<file path="src/rtl/lcs_responder.sv">
// lcs_responder: tick-paced request/acknowledge responder for an LCS bus.
// A request is acknowledged on a tick, the latched address is checked
// against a temperature window, then a fixed delay and a bounded wait for
// request release follow. A release that never comes ends in a one-cycle
// error pulse.
// Optional feature macro: LCS_TEMP_INSERT_EN enables temperature insertion.
// When it is defined, window hits substitute dataTemp on dataTx and advance
// a wrapping temperature pointer. When it is undefined, dataTx always
// carries dataLCS and addrTemp stays 0.
module lcs_responder #(
  parameter int DATA_W        = 8,
  parameter int ADDR_W        = 9,
  parameter int TEMP_AW       = 7,
  parameter int TEMP_DEPTH    = 128,
  parameter int WIN_BASE      = 184,
  parameter int WIN_LEN       = 4,
  parameter int DELAY_TICKS   = 10,
  parameter int TIMEOUT_TICKS = 64
) (
  input  logic               clk,
  input  logic               rst,
  input  logic               edgeTx,
  input  logic               SW,
  input  logic               req,
  input  logic [ADDR_W-1:0]  addrLCS,
  input  logic [DATA_W-1:0]  dataLCS,
  input  logic [DATA_W-1:0]  dataTemp,
  output logic               ack,
  output logic [DATA_W-1:0]  dataTx,
  output logic [TEMP_AW-1:0] addrTemp,
  output logic               busy,
  output logic               err
);

  localparam int CNT_W = (DELAY_TICKS > 1) ? $clog2(DELAY_TICKS) : 1;
  localparam int TMO_W = (TIMEOUT_TICKS > 1) ? $clog2(TIMEOUT_TICKS) : 1;

  // Window bounds carry one extra bit so WIN_BASE+WIN_LEN-1 cannot wrap.
  localparam logic [ADDR_W:0]    WIN_LO   = (ADDR_W+1)'(WIN_BASE);
  localparam logic [ADDR_W:0]    WIN_HI   = (ADDR_W+1)'(WIN_BASE + WIN_LEN - 1);
  localparam logic [CNT_W-1:0]   CNT_LAST = CNT_W'(DELAY_TICKS - 1);
  localparam logic [TMO_W-1:0]   TMO_LAST = TMO_W'(TIMEOUT_TICKS - 1);
  localparam logic [TEMP_AW-1:0] PTR_LAST = TEMP_AW'(TEMP_DEPTH - 1);

  typedef enum logic [1:0] {
    ST_IDLE  = 2'd0,
    ST_CHECK = 2'd1,
    ST_DELAY = 2'd2,
    ST_WAIT  = 2'd3
  } state_t;

  state_t             r_state;
  logic               r_req_meta;
  logic               r_req_s;
  logic               r_sw_meta;
  logic               r_sw_s;
  logic               r_ack;
  logic               r_err;
  logic               r_busy;
  logic               r_en_temp;
  logic [TEMP_AW-1:0] r_ptr;
  logic [CNT_W-1:0]   r_cnt;
  logic [TMO_W-1:0]   r_tmo;
  logic [ADDR_W-1:0]  r_addr_q;

  logic               w_in_win;
  logic               w_hit;
  logic [TEMP_AW-1:0] w_ptr_inc;

  // Two-flop synchronisers for the asynchronous SW and req pins.
  always_ff @(posedge clk) begin
    if (rst) begin
      r_req_meta <= 1'b0;
      r_req_s    <= 1'b0;
      r_sw_meta  <= 1'b0;
      r_sw_s     <= 1'b0;
    end else begin
      r_req_meta <= req;
      r_req_s    <= r_req_meta;
      r_sw_meta  <= SW;
      r_sw_s     <= r_sw_meta;
    end
  end

  assign w_in_win  = ({1'b0, r_addr_q} >= WIN_LO) && ({1'b0, r_addr_q} <= WIN_HI);
  assign w_ptr_inc = (r_ptr == PTR_LAST) ? '0 : r_ptr + TEMP_AW'(1);

`ifdef LCS_TEMP_INSERT_EN
  assign w_hit  = r_sw_s & w_in_win;
  assign dataTx = r_en_temp ? dataTemp : dataLCS;
`else
  // Insertion disabled: no hit ever occurs, so enTemp and ptr stay at reset.
  logic w_unused;
  assign w_hit    = 1'b0;
  assign dataTx   = dataLCS;
  assign w_unused = ^{dataTemp, r_sw_s, w_in_win, r_en_temp};
`endif

  // Handshake FSM; every state and counter change is gated by the tick strobe.
  always_ff @(posedge clk) begin
    if (rst) begin
      r_state   <= ST_IDLE;
      r_ack     <= 1'b0;
      r_err     <= 1'b0;
      r_busy    <= 1'b0;
      r_en_temp <= 1'b0;
      r_ptr     <= '0;
      r_cnt     <= '0;
      r_tmo     <= '0;
      r_addr_q  <= '0;
    end else begin
      // err is a single-cycle pulse regardless of tick spacing.
      r_err <= 1'b0;
      if (edgeTx) begin
        case (r_state)
          ST_IDLE: begin
            if (r_req_s) begin
              r_ack    <= 1'b1;
              r_addr_q <= addrLCS;
              r_busy   <= 1'b1;
              r_state  <= ST_CHECK;
            end
          end
          ST_CHECK: begin
            r_ack     <= 1'b0;
            r_cnt     <= '0;
            r_en_temp <= w_hit;
            if (w_hit) begin
              r_ptr <= w_ptr_inc;
            end
            r_state <= ST_DELAY;
          end
          ST_DELAY: begin
            if (r_cnt == CNT_LAST) begin
              r_cnt   <= '0;
              r_tmo   <= '0;
              r_state <= ST_WAIT;
            end else begin
              r_cnt <= r_cnt + CNT_W'(1);
            end
          end
          ST_WAIT: begin
            if (!r_req_s) begin
              r_busy  <= 1'b0;
              r_state <= ST_IDLE;
            end else if (r_tmo == TMO_LAST) begin
              r_err   <= 1'b1;
              r_tmo   <= '0;
              r_busy  <= 1'b0;
              r_state <= ST_IDLE;
            end else begin
              r_tmo <= r_tmo + TMO_W'(1);
            end
          end
          default: begin
            r_state <= ST_IDLE;
          end
        endcase
      end
    end
  end

  assign ack      = r_ack;
  assign err      = r_err;
  assign busy     = r_busy;
  assign addrTemp = r_ptr;

endmodule

</file>
<file path="config.mk">
export PLATFORM = sky130hd
export DESIGN_NAME = lcs_responder
export DESIGN_NICKNAME = d
export VERILOG_FILES = /design/src/rtl/lcs_responder.sv
export SDC_FILE = /design/constraint.sdc
export NUM_CORES = 1
export LEC_CHECK = 0
export ABC_AREA = 1
export CORE_MARGIN = 1
export CORE_UTILIZATION = 44
export CTS_BUF_LIST = sky130_fd_sc_hd__clkbuf_16
export DETAILED_ROUTE_END_ITERATION = 7
export PLACE_DENSITY = 0.92
export SYNTH_ARGS = -nofsm -noshare
export SYNTH_HDL_FRONTEND = slang
export SYNTH_SLANG_ARGS = --single-unit
</file>
<file path="constraint.sdc">
create_clock -name clk -period 3.9 [get_ports clk]
set_input_delay 0.39 -clock clk [delete_from_list [all_inputs] [get_ports clk]]
set_output_delay 0.39 -clock clk [all_outputs]
set_load 0.01 [all_outputs]
</file>
==> implementation parameters, run 1 <==
Parameter                              Value

Route
  Average routed wire per standard cell    9.95 µm
  Number of DRC violations after detailed routing    0
  Wire length reported by the detailed router    1740 µm
  DR vias    822
  Vias per inst    4.70
  Final ANT Viol Nets    0
  Length of the first detailed-routing pass in iterations    4
  Number of violations reported at the end of detailed-routing iteration 0    14

Clock network
  Cts bufs inserted    3
  Clock insertion delay at the later pin of the skew report    250 ps
  Clock-pin transition on the worst setup and hold timing paths    50 ps
  Clock tree buffer depth    2
  CTS tree    yes
  Depth of the CTS H-tree    1
  Number of clock sinks seen by CTS    17
  Cts repair resizes    0
  Number of buffers inserted by hold repair at cts    0
  Number of buffers inserted by post-CTS setup repair    0
  Root cell of the clock tree    sky130_fd_sc_hd__clkbuf_16

Setup path
  Worst reg2reg path startpoint    r_state[0]
  Crit. End Element    flip-flop
  Kind of launch point of the worst setup path    flip-flop
  End of the worst register-to-register path    r_state[0]
  Required time at the endpoint of the critical path    4040 ps
  Reg2reg path depth    10
  Critical path peak fanout    4
  R2r setup slk    2340 ps
  Data arrival, critical path    1700 ps
  Type of the worst setup path    reg2reg

STA
  RSZ-0062 raised after global routing    no
  Number of pins with negative max-slew slack in the final report    0
  Fin Clk Skew    1.62 ps
  Final number of setup-violating endpoints    0
  Post-Route Hold Slack    400 ps
  Setup TNS Final    0 ps
  Highest clock rate    0.642 GHz
  Final Hold Vio Count    0
  Crit path time final    1560 ps
  Crit share post-route    39.9%
  Final worst slack    2340 ps

Die
  Total die area    2560 µm²
  Die W    50.6 µm
  Number of primary I/O pins    48
  Number of rows created at floorplan    17
  Height of the die    50.6 µm
  Area inside the core boundary    2210 µm²
  Initial Utilization    47.1%

Cells and area
  Filler Cells Inserted    210
  Net total in the final layout    186
  Layout cell share with drive strength beyond 1    6.80%
  Post-route core utilization    50.8%
  Count of non-filler cells in the finished layout    175
  Post-synthesis to final-layout area growth    8.05%
  Diode count    0
  Final non-filler cell area    1120 µm²
  Seq. cell area    340 µm²
  Multi-input gate area in the final layout    527 µm²

Yosys
  Total standard cell area after synthesis    1040 µm²
  Post-synthesis sequential area ratio    32.7%
  Number of warnings issued by yosys    0
  Avg Inst Size Synth    7.13 µm²
  Count of unique library cells instantiated by Yosys    24
  Gate Count Post-Synth    146
  Post-synthesis register bit count    17

Pwr
  Power density over the cells    430 nW/µm²
  Worst vdd rail ir drop    0.335 mV
  Total power after layout    484 µW
  Leakage power    0.507 nW

Global routing
  Antenna violations before repair    0
  Met2 track utilization from global routing    26.9%
  GRT Residual Overflow    0
  Global-route usage over all layers    15.7%
  Layer carrying the most global-route usage    met2
  Wire length of the first global-routing pass    3020 µm
  Met3 demand-to-capacity share in global routing    5.45%
  GR Layer Usage met1    17.3%
  Vias in the first global route    753
  Maximum number of pins on one net before global-route repair    10

Worst hold path
  Hold path cells    2
  HP Class    reg2reg
  Endpoint of the worst hold-timing path    r_req_s
  Startpoint of the worst hold path    r_req_meta

Run
  Max Cap Viol    0

Placement
  Pre-CTS worst setup slack    2120 ps
  RePlAce Congestion    0.802
  I/O Buffers    6
  Post-Place Cell Area    1050 µm²
  Placed instance count    171
  HPWL Detailed    1240 µm

Outcome
  Outcome    complete, no violations
-- cells in the mapped netlist, drive strengths merged --
master / n / area [µm²]
dfxtp: 17 / 340
xnor2: 1 / 8.76
nand4: 2 / 12.5
xor2: 2 / 17.5
ha: 8 / 100
a211oi: 1 / 7.51
inv: 20 / 75.1
nand3: 9 / 45.0
o21ai: 4 / 20.0
buf: 15 / 113
clkinv: 2 / 8.75
nor4: 1 / 6.26
conb: 1 / 3.75
nand2: 31 / 136
a21oi: 6 / 41.3
nor3: 1 / 5.00
o21bai: 1 / 7.51
nor2: 24 / 92.6
-- placed cells by master (no fill, tap or decap) --
master,count
sky130_fd_sc_hd__a21oi_1,5
sky130_fd_sc_hd__nand2_1,27
sky130_fd_sc_hd__o21bai_1,1
sky130_fd_sc_hd__o21ai_0,3
sky130_fd_sc_hd__clkbuf_16,3
sky130_fd_sc_hd__dfxtp_1,17
sky130_fd_sc_hd__conb_1,7
sky130_fd_sc_hd__nand2_4,2
sky130_fd_sc_hd__nor2_1,23
sky130_fd_sc_hd__clkdlybuf4s50_1,6
sky130_fd_sc_hd__nand2_2,2
sky130_fd_sc_hd__nor4_1,1
sky130_fd_sc_hd__clkinv_1,1
sky130_fd_sc_hd__clkinv_2,1
sky130_fd_sc_hd__xnor2_1,1
sky130_fd_sc_hd__o21ai_1,1
sky130_fd_sc_hd__inv_1,21
sky130_fd_sc_hd__nand4_1,2
sky130_fd_sc_hd__nor2_2,1
sky130_fd_sc_hd__ha_1,8
sky130_fd_sc_hd__nand3_1,9
sky130_fd_sc_hd__xor2_1,2
sky130_fd_sc_hd__a211oi_1,1
sky130_fd_sc_hd__a21oi_4,1
sky130_fd_sc_hd__nor3_1,1
-- worst max-delay path by stage --
stage	from	end	slack, ps	depth (start not counted)
floorplan	r_state[0]	r_state[0]	2540	10
global placement	edgeTx	r_state[0]	2150	8
detailed placement	edgeTx	r_state[0]	2120	8
CTS	r_state[0]	r_state[0]	2350	10
global route	r_state[0]	r_state[0]	2170	10
finish	r_state[0]	r_state[0]	2340	10
-- metal layers --
metal | routed length (µm) | up-vias | share of wire (%)
met3 | 74 | 4 | 4.3
met2 | 840 | 20 | 48
li1 | - | 431 | -
met1 | 801 | 367 | 46
met4 | 25 | 0 | 1.4
met5 | 0 | - | 0
-- power breakdown --
part / switching (mW) / internal [mW]
Clock: 0.0657 / 0.136
Sequential: 0.0106 / 0.186
Combinational: 0.0519 / 0.0333
-- sequential cells by signal, indices dropped and copies added, names as in the netlist --
register,count
ack,1
busy,1
err,1
r_cnt,4
r_req_meta,1
r_req_s,1
r_state,2
r_tmo,6
-- final cells by class --
| cell class | count | share of cell area (%) |
|---|---|---|
| Clock buffer | 3 | 6.67 |
| Clock inverter | 1 | 0.334 |
| Inverter | 22 | 7.45 |
| Multi-Input combinational cell | 98 | 46.8 |
| Sequential cell | 17 | 30.3 |
| Tap cell | 28 | 3.11 |
| Timing Repair Buffer | 6 | 5.34 |
-- cell families (layout without fill, tap and decap cells) --
logic type | count (synthesis) | after routing | synth area share [%]
compound gates | 12 | 12 | 7.33
xor+xnor | 3 | 3 | 2.52
fa+ha+maj | 8 | 8 | 9.62
buf+inv | 37 | 32 | 18.9
flops | 17 | 17 | 32.7
other cells | 1 | 7 | 0.360
simple gates | 68 | 68 | 28.6
-- critical path, cell delays in order (launching register included) --
cell                      delay, ps
sky130_fd_sc_hd__dfxtp_1        370
sky130_fd_sc_hd__inv_1          100
sky130_fd_sc_hd__ha_1           220
sky130_fd_sc_hd__inv_1           50
sky130_fd_sc_hd__nor2_1          30
sky130_fd_sc_hd__nor2_1         200
sky130_fd_sc_hd__nand2_1        100
sky130_fd_sc_hd__nor2_2         190
sky130_fd_sc_hd__nand2_1         80
sky130_fd_sc_hd__nand2_1         70
sky130_fd_sc_hd__nor2_1          40
Power figures use the tool's default switching activity.
==> inputs of run 2 (changes only) <==
--- a/config.mk
+++ b/config.mk
@@ -6,11 +6,12 @@
 export NUM_CORES = 1
 export LEC_CHECK = 0
 export ABC_AREA = 1
+export CORE_ASPECT_RATIO = 2
 export CORE_MARGIN = 1
-export CORE_UTILIZATION = 44
+export CORE_UTILIZATION = 37
 export CTS_BUF_LIST = sky130_fd_sc_hd__clkbuf_16
 export DETAILED_ROUTE_END_ITERATION = 7
-export PLACE_DENSITY = 0.92
+export PLACE_DENSITY = 0.83
 export SYNTH_ARGS = -nofsm -noshare
 export SYNTH_HDL_FRONTEND = slang
 export SYNTH_SLANG_ARGS = --single-unit
==> constraint.sdc (replaced) <==
create_clock -name clk -period 1.3 [get_ports clk]
set_input_delay 0.13 -clock clk [delete_from_list [all_inputs] [get_ports clk]]
set_output_delay 0.13 -clock clk [all_outputs]
set_load 0.01 [all_outputs]
==> run 2 against run 1 <==
  * The flow now finishes with violations (setup timing)
  * Final area rose by 27%
  * Critical path depth fell by 2
  * Global-route usage increased by 1.3 points
  * Power grew to 3.4 times the previous value
  * Final cell count is 13% higher
  * Highest routed layer unchanged
  * Non-clock buffer count rose by 22
  * Via count increased by 9.7%
  * Sequential cell count unchanged
  * Setup slack worse by 2400 ps
  * Fmax increased by 18%
==> implementation parameters, run 2 (synthesized netlist as in run 1, its figures left out) <==
Parameter                              Value

Setup path
  End of the worst register-to-register path    r_tmo[0]
  R2r setup slk    -20 ps (-2360 ps)
  Kind of launch point of the worst setup path    flip-flop
  Worst setup path startpoint    r_state[1]
  Crit. End Element    flip-flop
  List of cells traversed by the critical path    buf_6, ha_4, nand2_4, a21oi_4, nand2_4, clkinv_4, nand2_1, a21oi_2
  Type of the worst setup path    reg2reg
  Gate family responsible for the most delay along the worst path    flip-flops
  Largest stage delay on the critical path    370 ps (about the same)
  Required time at the endpoint of the critical path    1480 ps (-2560 ps)
  Data arrival, critical path    1510 ps (-190 ps)
  Reg2reg path depth    8 (-2)
  Critical path buffer and inverter count    2 (unchanged)
  Critical path peak fanout    6 (+2)
  Most numerous cell on the critical path    sky130_fd_sc_hd__nand2_4
  Worst reg2reg path startpoint    r_state[1]
  Total stage count of the critical path    8 (-2)
  Capturing instance or port of the critical path    r_tmo[0]
  Crit-path slowest cell    sky130_fd_sc_hd__dfxtp_4

Cells and area
  Post-synthesis to final-layout area growth    37.1%
  Register with the most flip-flops    r_tmo
  Post-route core utilization    54.9% (+4.0 points)
  Number of flip-flops under the largest register name    6 (unchanged)
  Final non-filler cell area    1430 µm² (+27%)
  Filler Cells Inserted    236 (+12%)
  Most common cell after layout, fill and taps aside    sky130_fd_sc_hd__nand2_1
  Layout cell share with drive strength beyond 1    36.1% (+29 points)
  Registers with the most flip-flops    r_tmo x6, r_cnt x4, r_state x2
  Net total in the final layout    208 (+12%)
  Commonest cells after routing, fill and taps aside    22 x sky130_fd_sc_hd__nand2_1, 21 x sky130_fd_sc_hd__buf_4, 19 x sky130_fd_sc_hd__nor2_1
  Diode count    0 (unchanged)

Route
  Number of violations reported at the end of detailed-routing iteration 0    17 (+3)
  Final ANT Viol Nets    0 (unchanged)
  Wire length reported by the detailed router    2130 µm (+23%)
  DR vias    902 (+9.7%)
  Vias per inst    4.58 (-2.5%)
  Length of the first detailed-routing pass in iterations    4 (unchanged)
  Average routed wire per standard cell    10.8 µm (+8.8%)
  Number of DRC violations after detailed routing    0 (unchanged)

STA
  Setup TNS Final    -79.1 ps (-79.1 ps)
  Fin Clk Skew    0.826 ps (-0.793 ps)
  RSZ-0062 raised after global routing    yes
  Final worst slack    -22.8 ps (-2360 ps)
  Final Hold Vio Count    0 (unchanged)
  Highest clock rate    0.756 GHz (+18%)
  Crit share post-route    102% (+62 points)
  Final number of setup-violating endpoints    4 (+4)
  Crit path time final    1320 ps (-235 ps)
  Number of pins with negative max-slew slack in the final report    0 (unchanged)

Pwr
  Leakage power    0.636 nW (+25%)
  Internal    1.18 mW (+230%)
  Power share of the sequential group    36.3% (-4.4 points)
  Switching share of total power    28.1% (+1.6 points)
  Net switching power of the design    461 µW (+260%)
  Part of the power in combinational logic    25.7% (+8.1 points)
  Worst vdd rail ir drop    0.722 mV (+120%)
  Power density over the cells    1150 nW/µm² (+170%)
  Clock share of power    38.0% (-3.7 points)

Clock network
  Depth of the CTS H-tree    1 (unchanged)
  Clock insertion delay at the later pin of the skew report    250 ps (about the same)
  Clock tree buffer depth    2 (unchanged)
  Root cell of the clock tree    sky130_fd_sc_hd__clkbuf_16
  Cts bufs inserted    3 (unchanged)
  CTS tree    yes
  Clock-pin transition on the worst setup and hold timing paths    50 ps (about the same)
  Number of clock sinks seen by CTS    17 (unchanged)
  Number of buffers inserted by hold repair at cts    0 (unchanged)

Global routing
  Vias in the first global route    879 (+17%)
  Wire length of the first global-routing pass    3610 µm (+19%)
  Antenna violations before repair    0 (unchanged)
  GRT Residual Overflow    0 (unchanged)
  Maximum number of pins on one net before global-route repair    10 (unchanged)
  Global-route usage over all layers    16.9% (+1.3 points)

Run
  Max Cap Viol    0 (unchanged)

Worst hold path
  Hold path cells    0 (-2)
  HP Class    in2out

Die
  Die W    39.5 µm (-22%)
  Total die area    3040 µm² (+19%)
  Height of the die    77.0 µm (+52%)
  Number of rows created at floorplan    26 (+9)
  Number of primary I/O pins    48 (unchanged)
  Area inside the core boundary    2600 µm² (+18%)
  Initial Utilization    40.0% (-7.1 points)

Placement
  I/O Buffers    6 (unchanged)
  RePlAce Congestion    0.883 (+10%)
  Post-Place Cell Area    1180 µm² (+13%)
  HPWL Detailed    1420 µm (+15%)

Outcome
  Violations in the final reports    setup timing
  Outcome    finished, violations left
==> run 2: cell types whose count changed in the layout (fill, tap and decap cells not counted), moves of 3 or more <==
cell                      change
sky130_fd_sc_hd__dfxtp_1      -4
sky130_fd_sc_hd__nand2_1      -5
sky130_fd_sc_hd__inv_2        +4
sky130_fd_sc_hd__a21oi_2      +4
sky130_fd_sc_hd__nor2_2       +3
sky130_fd_sc_hd__a21oi_1      -4
sky130_fd_sc_hd__nor2_1       -4
sky130_fd_sc_hd__ha_1         -4
sky130_fd_sc_hd__ha_4         +4
sky130_fd_sc_hd__nand2_2      +3
sky130_fd_sc_hd__inv_1        -5
sky130_fd_sc_hd__buf_4       +21
==> run 2: per-stage QoR <==
step | hold WS (ps) | setup WS, ps | power (mW) | instances
2_1_floorplan | 199 | 0.764 | 0.827 | 152
3_3_place_gp | 260 | -113 | 0.911 | 189
3_5_place_dp | 260 | -141 | 0.917 | 189
4_1_cts | 260 | -39.7 | 1.60 | 196
5_1_grt | 260 | -130 | 1.72 | 197
6_report | 260 | -22.8 | 1.64 | 197
==> run 2: worst min-delay path by stage <==
stage | from | to | slack, ps
after detailed placement | dataLCS[5] | dataTx[5] | 260
after global routing | dataLCS[2] | dataTx[2] | 260
after floorplan | rst | r_tmo[2] | 200
after CTS | dataLCS[5] | dataTx[5] | 260
final | dataLCS[0] | dataTx[0] | 260
after global placement | dataLCS[5] | dataTx[5] | 260
==> run 2: layout make-up <==
| cell class | instances | area, µm² | share of cell area, % |
|---|---|---|---|
| well taps | 28 | 35.0 | 2.45 |
| multi-input cells | 98 | 644 | 45.1 |
| repair buffers | 28 | 229 | 16.0 |
| clock inverters | 1 | 3.75 | 0.263 |
| flip-flops and latches | 17 | 350 | 24.5 |
| inverters | 22 | 90.1 | 6.31 |
| clock buffers | 3 | 75.1 | 5.26 |
==> run 2: layer usage <==
| layer | wire length, µm | GRT usage, % | part of all wire (%) | vias to the layer above |
|---|---|---|---|---|
| met2 | 1160 | 28.4 | 55 | 25 |
| met3 | 55 | 1.73 | 2.6 | 9 |
| met5 | 0 | 0 | 0 | - |
| met1 | 810 | 17.1 | 38 | 395 |
| li1 | - | - | - | 473 |
| met4 | 103 | 13.1 | 4.8 | 0 |
==> run 2: power by group through the flow <==
stage / clock (mW) / combinational [mW] / sequential, mW
after CTS: 0.628 / 0.388 / 0.587
after floorplan: 0 / 0.227 / 0.600
final: 0.622 / 0.420 / 0.595
after global routing: 0.653 / 0.472 / 0.598
after global placement: 0 / 0.317 / 0.594
after detailed placement: 0 / 0.321 / 0.596
==> run 2: what timing repair did <==
action / 4_1_cts / 5_1_grt
gates resized for setup: 19 / 21
pin swaps: 8 / 9
endpoints found under the setup margin: 11 / 13
setup buffers: 3 / 1
==> inputs of run 3 (changes only) <==
--- a/config.mk
+++ b/config.mk
@@ -12,6 +12,7 @@
 export CTS_BUF_LIST = sky130_fd_sc_hd__clkbuf_16
 export DETAILED_ROUTE_END_ITERATION = 7
 export PLACE_DENSITY = 0.83
+export SLEW_MARGIN = 20
 export SYNTH_ARGS = -nofsm -noshare
 export SYNTH_HDL_FRONTEND = slang
 export SYNTH_SLANG_ARGS = --single-unit
==> results of run 3 <==
No change in the layout: final DEF, timing and power equal those of run 2.
